### src/rtl/uart_rx_deserializer.sv
// UART receiver: 2-flop synchronizer, falling-edge start detection,
// mid-bit sampling, optional even parity, and registered one-cycle
// result pulses (rx_valid / parity_err / frame_err).
module uart_rx_deserializer #(
  parameter int DATA_W    = 8,
  parameter int BAUD_DIV  = 16,
  parameter int PARITY_EN = 1
) (
  input  logic              clk,
  input  logic              rst,
  input  logic              clear,
  input  logic              rx_i,
  output logic [DATA_W-1:0] rx_data,
  output logic              rx_valid,
  output logic              parity_err,
  output logic              frame_err,
  output logic              busy
);

  localparam int CNT_W = $clog2(BAUD_DIV);
  localparam int BIT_W = $clog2(DATA_W);
  localparam logic [CNT_W-1:0] HALF_M1  = CNT_W'(BAUD_DIV/2 - 1);
  localparam logic [CNT_W-1:0] FULL_M1  = CNT_W'(BAUD_DIV - 1);
  localparam logic [BIT_W-1:0] LAST_BIT = BIT_W'(DATA_W - 1);

  typedef enum logic [2:0] {IDLE, START, DATA, PARITY, STOP} state_t;

  state_t              state_q, state_d;
  logic [CNT_W-1:0]    baud_q, baud_d;
  logic [BIT_W-1:0]    bit_q, bit_d;
  logic [DATA_W-1:0]   shift_q, shift_d;
  logic                par_q, par_d;
  logic [DATA_W-1:0]   data_q, data_d;
  logic                valid_q, valid_d;
  logic                perr_q, perr_d;
  logic                ferr_q, ferr_d;
  logic                sync1_q, rx_s_q, rx_d_q;
  logic                mismatch;

  // Synchronizer and edge-detect delay; reset to idle-high so reset
  // release never looks like a start edge.
  always_ff @(posedge clk) begin
    if (rst) begin
      sync1_q <= 1'b1;
      rx_s_q  <= 1'b1;
      rx_d_q  <= 1'b1;
    end else begin
      sync1_q <= rx_i;
      rx_s_q  <= sync1_q;
      rx_d_q  <= rx_s_q;
    end
  end

  // Even parity: data bits plus parity bit must XOR to zero.
  assign mismatch = (^shift_q) ^ par_q;

  // Next-state, counters, shift register and result pulses.
  always_comb begin
    state_d = state_q;
    baud_d  = (state_q == IDLE) ? '0 : baud_q + 1'b1;
    bit_d   = bit_q;
    shift_d = shift_q;
    par_d   = par_q;
    data_d  = data_q;
    valid_d = 1'b0;
    perr_d  = 1'b0;
    ferr_d  = 1'b0;
    case (state_q)
      IDLE: begin
        bit_d = '0;
        if (!rx_s_q && rx_d_q) state_d = START;
      end
      START: begin
        if (baud_q == HALF_M1) begin
          baud_d  = '0;
          bit_d   = '0;
          state_d = rx_s_q ? IDLE : DATA;
        end
      end
      DATA: begin
        if (baud_q == FULL_M1) begin
          baud_d  = '0;
          shift_d = {rx_s_q, shift_q[DATA_W-1:1]};
          if (bit_q == LAST_BIT) begin
            bit_d   = '0;
            state_d = (PARITY_EN != 0) ? PARITY : STOP;
          end else begin
            bit_d = bit_q + 1'b1;
          end
        end
      end
      PARITY: begin
        if (baud_q == FULL_M1) begin
          baud_d  = '0;
          par_d   = rx_s_q;
          state_d = STOP;
        end
      end
      STOP: begin
        if (baud_q == FULL_M1) begin
          baud_d  = '0;
          state_d = IDLE;
          if (!rx_s_q)                          ferr_d = 1'b1;
          else if ((PARITY_EN != 0) && mismatch) perr_d = 1'b1;
          else begin
            data_d  = shift_q;
            valid_d = 1'b1;
          end
        end
      end
      default: state_d = IDLE;
    endcase
    // Abort wins over any frame activity; the last good word is kept.
    if (clear) begin
      state_d = IDLE;
      baud_d  = '0;
      bit_d   = '0;
      shift_d = '0;
      par_d   = 1'b0;
      data_d  = data_q;
      valid_d = 1'b0;
      perr_d  = 1'b0;
      ferr_d  = 1'b0;
    end
  end

  // State and output registers.
  always_ff @(posedge clk) begin
    if (rst) begin
      state_q <= IDLE;
      baud_q  <= '0;
      bit_q   <= '0;
      shift_q <= '0;
      par_q   <= 1'b0;
      data_q  <= '0;
      valid_q <= 1'b0;
      perr_q  <= 1'b0;
      ferr_q  <= 1'b0;
    end else begin
      state_q <= state_d;
      baud_q  <= baud_d;
      bit_q   <= bit_d;
      shift_q <= shift_d;
      par_q   <= par_d;
      data_q  <= data_d;
      valid_q <= valid_d;
      perr_q  <= perr_d;
      ferr_q  <= ferr_d;
    end
  end

  assign rx_data    = data_q;
  assign rx_valid   = valid_q;
  assign parity_err = perr_q;
  assign frame_err  = ferr_q;
  assign busy       = (state_q != IDLE);

endmodule

### config.mk
export PLATFORM = sky130hd
export DESIGN_NAME = uart_rx_deserializer
export DESIGN_NICKNAME = d
export VERILOG_FILES = /design/src/rtl/uart_rx_deserializer.sv
export SDC_FILE = /design/constraint.sdc
export NUM_CORES = 1
export LEC_CHECK = 0
export CORE_UTILIZATION = 35
export CTS_BUF_LIST = sky130_fd_sc_hd__clkbuf_8 sky130_fd_sc_hd__clkbuf_16
export CTS_CLUSTER_SIZE = 10
export DETAILED_ROUTE_END_ITERATION = 8
export MAX_ROUTING_LAYER = met4
export PLACE_DENSITY_LB_ADDON = 0.12
export REMOVE_ABC_BUFFERS = 1
export SLEW_MARGIN = 20
export SYNTH_ARGS = -nofsm -noshare
export SYNTH_HDL_FRONTEND = slang
export SYNTH_SLANG_ARGS = --single-unit
### constraint.sdc
create_clock -name clk -period 5.2 [get_ports clk]
set_clock_uncertainty 0.1 [all_clocks]
set_input_delay 1.3 -clock clk [delete_from_list [all_inputs] [get_ports clk]]
set_output_delay 1.3 -clock clk [all_outputs]
set_load 0.02 [all_outputs]
## After elaboration in Yosys (flattened, before gate mapping)

Cells that the tools add are included.

- Add/subtract/negate cells: 2
- Eq/ne operators: 13
- Multiplexer cells: 19
- Bitwise operators: 6
- Reduce and logical (&&, ||, !) cells: 15

Operators by type and width:

| kind | number |
|---|---|
| $mux 3 | 9 |
| $pmux 3 s5 | 1 |
| $mux 4 | 3 |
| $ne 2x2->1 const B | 5 |
| $pmux 3 s3 | 1 |
| $pmux 4 s2 | 1 |
| $reduce_xor 8->1 | 1 |
| $eq 3x2->1 const B | 2 |
| $eq 3x3->1 const B | 2 |
| $reduce_and 6->1 | 1 |
| $reduce_bool 3->1 | 2 |
| $not 1->1 | 5 |
| $reduce_and 5->1 | 1 |
| $reduce_or 5->1 | 1 |
| $add 4x1->4 const B | 1 |
| $eq 4x3->1 const B | 1 |
| $eq 4x4->1 const B | 1 |
| $reduce_and 2->1 | 2 |
| $reduce_or 4->1 | 1 |
| $add 3x1->3 const B | 1 |
| $eq 3x1->1 const B | 1 |
| $logic_not 3->1 | 1 |
| $mux 1 | 3 |
| $reduce_and 3->1 | 1 |
| 7 further kinds | 7 |

- Flip-flop bits (word level): 33
- Logic and storage cells: 67

## Depth between registers and ports, before layout

- Word-level depth: 4
- Mapped depth: 6
- Depth with buffers taken out: 5

## Worst setup path after synthesis

OpenSTA, ideal clock, no wires.

- Path kind: register to output
- Start point: register state_q[0]
- End point: output port busy
- Data arrival time: 933 ps
- Slack: 2,867 ps
- Cell stages (with the launch flop): 3
- Cells stage by stage: dfxtp_1 -> clkbuf_1 -> or3_1

- Longest elaborated chain between the ends: 1

Ends and longest elaborated chain:

| what | RTL line | RTL |
|---|---|---|
| from (decl) | 28 | `state_t state_q, state_d;` |
| from (signal assigned) | 140 | `state_q <= state_d;` |
| $reduce_bool 3->1 | 156 | `assign busy = (state_q != IDLE);` |
| to (decl) | 17 | `output logic busy` |

No other way between the ends.

## Worst setup path after layout

- Start point: register state_q[1]
- End point: output port busy

Same word-level chain as after synthesis.

==> impl_summary.txt <==
----------------------------------------------------
[Placed design]
  Final RePlAce weighted congestion ... 0.7454
  Placed Instance Area ... 1682 um2
  PortBufs ... 15
  Final HPWL from detailed placement ... ~1900 um

[Worst setup path]
  Endpoint of the most critical register-to-register path ... rx_data[0]
  Crit path from ... state_q[1]
  Startpoint type of the worst setup path ... register
  Data arrival time of the critical path ... 1670 ps
  Critical path class ... register to output pin
  Max FO, Critical Path ... 12
  Reg-to-reg critical path startpoint ... baud_q[0]
  Register-to-register path setup slack ... 2870 ps
  Capturing element type of the critical path ... output pin
  Logic depth of the worst register-to-register path ... 5
  Worst setup path end ... busy
  Data required, critical path ... 3800 ps

[Yosys]
  Syn Inst Count ... 163
  Share of cell area taken by muxes after synthesis ... 7.450%
  Sequential share of the synthesized area ... around 44%
  Leading register cell type out of synthesis ... sky130_fd_sc_hd__dfxtp_1
  Synth Area in Simple Gates ... 29.22%
  Number of distinct standard cells referenced by the synthesized netlist ... 32
  Most area-consuming cells after synthesis ... sky130_fd_sc_hd__dfxtp_1 (44%), sky130_fd_sc_hd__nand2b_1 (7.9%), sky130_fd_sc_hd__mux2i_1 (6.0%)
  Share of the synthesized netlist area taken by xor and xnor gates ... 7.119%
  Fraction of the mapped netlist area in compound gates ... 6.705%
  Largest area contributor in the netlist ... sky130_fd_sc_hd__dfxtp_1
  Top cell type's share of synthesized area ... a little over two fifths
  Syn avg cell area ... ~9 um2
  Number of synthesized register bits ... 33
  Asr flop ratio synth ... 0%
  Adder-cell share of the synthesized area ... 2.483%
  Cell area after synthesis ... about 1500 um2
  Number of enable-type register cells in the synthesized netlist ... 0
  Combinational family with the most area after synthesis ... simple AND/OR/NAND/NOR gates
  Yosys warning count ... 0
  Top cells by count, synth ... sky130_fd_sc_hd__dfxtp_1 (33), sky130_fd_sc_hd__nand2b_1 (19), sky130_fd_sc_hd__nand3_1 (16)
  Most common cell in the synthesized netlist ... sky130_fd_sc_hd__dfxtp_1

[Clock tree]
  Post-cts repair resize count ... 0
  Clk_lat worst skew ... 280 ps
  Maximum clock path buffer count ... 2
  Total number of H-tree levels ... 2
  Root Buffer ... sky130_fd_sc_hd__clkbuf_8
  Buffers inserted by post-CTS timing repair ... 0
  Number of buffers inserted during clock tree synthesis ... 5
  Quantity of hold-fixing buffers added after cts ... 0
  CTS tree ... done
  Worst-path clk slew ... about 60 ps
  Clock sink count ... 33

[Timing]
  Final Cycle Share ... 58.97%
  Max_slew headroom ... between 60% and 70%
  Final hold violation count ... 0
  Final setup violating endpoints ... 0
  Peak Freq ... 0.3261 GHz
  Total negative slack for setup checks ... 0 ps
  Worst-case hold slack ... 311.2 ps
  Slew @ Worst Pin ... 564.1 ps
  Slew Viols, Final ... 0
  Final min period ... 3066 ps
  Unrepaired setup endpoints after global routing ... false

[Layout]
  Share of post-route cells with drive strength above 1 ... under 10%
  Final antenna diode count ... 0
  Area of all placed cells without fillers ... 1762 um2
  Layout overhead on the synthesized area ... 16.56%
  Layout fillers ... 415
  Post-layout nets ... 181

[Die]
  Initial standard-cell utilization of the core ... about 37%
  Core area ... 4086 um2
  Number of top-level pins ... 16
  Die X-Extent ... 67.72 um
  Die area ... 4585 um2
  Die outline height ... 67.72 um
  # rows ... 23

[Route]
  Routed len/inst ... 12.83 um
  Number of detailed-routing iterations run before antenna repair ... 4
  Drt initial violations ... 39
  Via total after detailed routing ... roughly 1100
  Routed vias/inst ... 5.040
  Antenna violation net count after detailed routing ... 0
  Routed Wire Length ... between 2000 and 3000 um
  Post-route DRC ... 0

[Global routing]
  Initial antenna violation count ... 0
  Number of global-route vias before repair ... roughly 1100
  All-Layer GR Usage ... 15.46%
  Wire length of the first global-routing pass ... 4961 um
  Total overflow reported by the global router ... 0
  Maximum number of pins on one net before global-route repair ... 22

[Job]
  Count of max-cap constraint violations ... 0

[Power and ir drop]
  PD cells ... around 250 nW/um2
  Total power ... approximately 0.44 mW
  Worst ir drop on vdd ... 0.1126 mV
  Leakage power figure ... just over 0.6 nW

[Worst hold path]
  Worst hold path class ... register to register

[Status]
  Result of the run ... complete, no violations

----------------------------------------------------
-- cell type report --
class                           count  area [um2]  share of cell area [%]
Multi-Input combinational cell    118       800.8                   45.45
Sequential cell                    33       660.6                   37.50
Clock buffer                        5       68.82                   3.906
Timing Repair Buffer               16       157.7                   8.949
Clock inverter                      3       11.26                  0.6392
Tap cell                           50       62.56                   3.551
-- report_power, final --
part	total, mW	internal (mW)	switching [mW]	leakage (nW)
registers	0.255	0.254	0.00126	0.266
logic	0.0124	0.00623	0.00616	0.298
clock network	0.175	0.0890	0.0862	0.0519
total	0.443	0.349	0.0936	0.616
-- layout by cell type (no fill, tap or decap) --
cell	instances
sky130_fd_sc_hd__or2b_1	1
sky130_fd_sc_hd__xor2_1	4
sky130_fd_sc_hd__a21o_1	1
sky130_fd_sc_hd__nand4b_1	3
sky130_fd_sc_hd__nand4bb_1	1
sky130_fd_sc_hd__a31oi_1	1
sky130_fd_sc_hd__and3_1	2
sky130_fd_sc_hd__nor2b_1	2
sky130_fd_sc_hd__buf_4	1
sky130_fd_sc_hd__nand2b_1	19
sky130_fd_sc_hd__nor4_1	1
sky130_fd_sc_hd__a311oi_1	1
sky130_fd_sc_hd__nand2_1	10
sky130_fd_sc_hd__or2_2	5
sky130_fd_sc_hd__nand4_1	2
sky130_fd_sc_hd__mux2i_1	9
sky130_fd_sc_hd__or3_1	1
sky130_fd_sc_hd__a2111oi_0	1
sky130_fd_sc_hd__a21oi_1	13
sky130_fd_sc_hd__clkbuf_8	5
sky130_fd_sc_hd__xnor3_1	1
sky130_fd_sc_hd__inv_1	3
sky130_fd_sc_hd__nor3b_1	3
sky130_fd_sc_hd__xnor3_2	1
sky130_fd_sc_hd__nand3_1	16
sky130_fd_sc_hd__dfxtp_1	33
sky130_fd_sc_hd__mux2i_4	1
sky130_fd_sc_hd__nor2_1	9
sky130_fd_sc_hd__nor3_1	2
sky130_fd_sc_hd__nor3b_2	1
sky130_fd_sc_hd__ha_1	3
sky130_fd_sc_hd__xnor2_1	3
sky130_fd_sc_hd__clkdlybuf4s50_1	15
sky130_fd_sc_hd__o21ai_0	1
-- per-stage QoR --
step / util (%) / cells / setup slack [ps]
5_1_grt: 43.11 / 225 / 2038
3_5_place_dp: 41.15 / 217 / 2136
2_1_floorplan: - / 151 / 2916
3_3_place_gp: 41.15 / 217 / 2167
4_1_cts: 43.11 / 225 / 2117
6_report: 43.11 / 225 / 2134
-- per-layer routing --
layer | wire length [um] | global-route usage (%) | vias to the layer above
li1 | - | - | 579
met3 | 86 | 6.250 | 5
met2 | 1316 | 22.77 | 14
met1 | 1447 | 18.47 | 536
met5 | 0 | - | -
met4 | 36 | 6.383 | 0
-- registers in the layout (all words and copies together), names as in the netlist, 3 cells and up --
| register | cells |
|---|---|
| baud_q | 4 |
| bit_q | 3 |
| rx_data | 8 |
| shift_q | 8 |
| state_q | 3 |
-- worst min path at each step --
stage               startpoint  endpoint  slack [ps]  cells after the start
detailed placement     sync1_q    rx_s_q         300                      1
global route           sync1_q    rx_s_q         350                      1
global placement       sync1_q    rx_s_q         290                      1
finish                 sync1_q    rx_s_q         310                      1
CTS                    sync1_q    rx_s_q         320                      1
floorplan              sync1_q    rx_s_q         290                      1
-- cells by family after synthesis --
group | after synthesis
simple gates | 78
flops | 33
compound gates | 18
buf+inv | 12
mux | 10
xor+xnor | 9
fa+ha+maj | 3
-- worst max-delay path, cell delays in order, from the launching register on --
cell and delay (ps):
sky130_fd_sc_hd__dfxtp_1 430, sky130_fd_sc_hd__or3_1 410, sky130_fd_sc_hd__clkdlybuf4s50_1 550
Power figures use the tool's default switching activity.
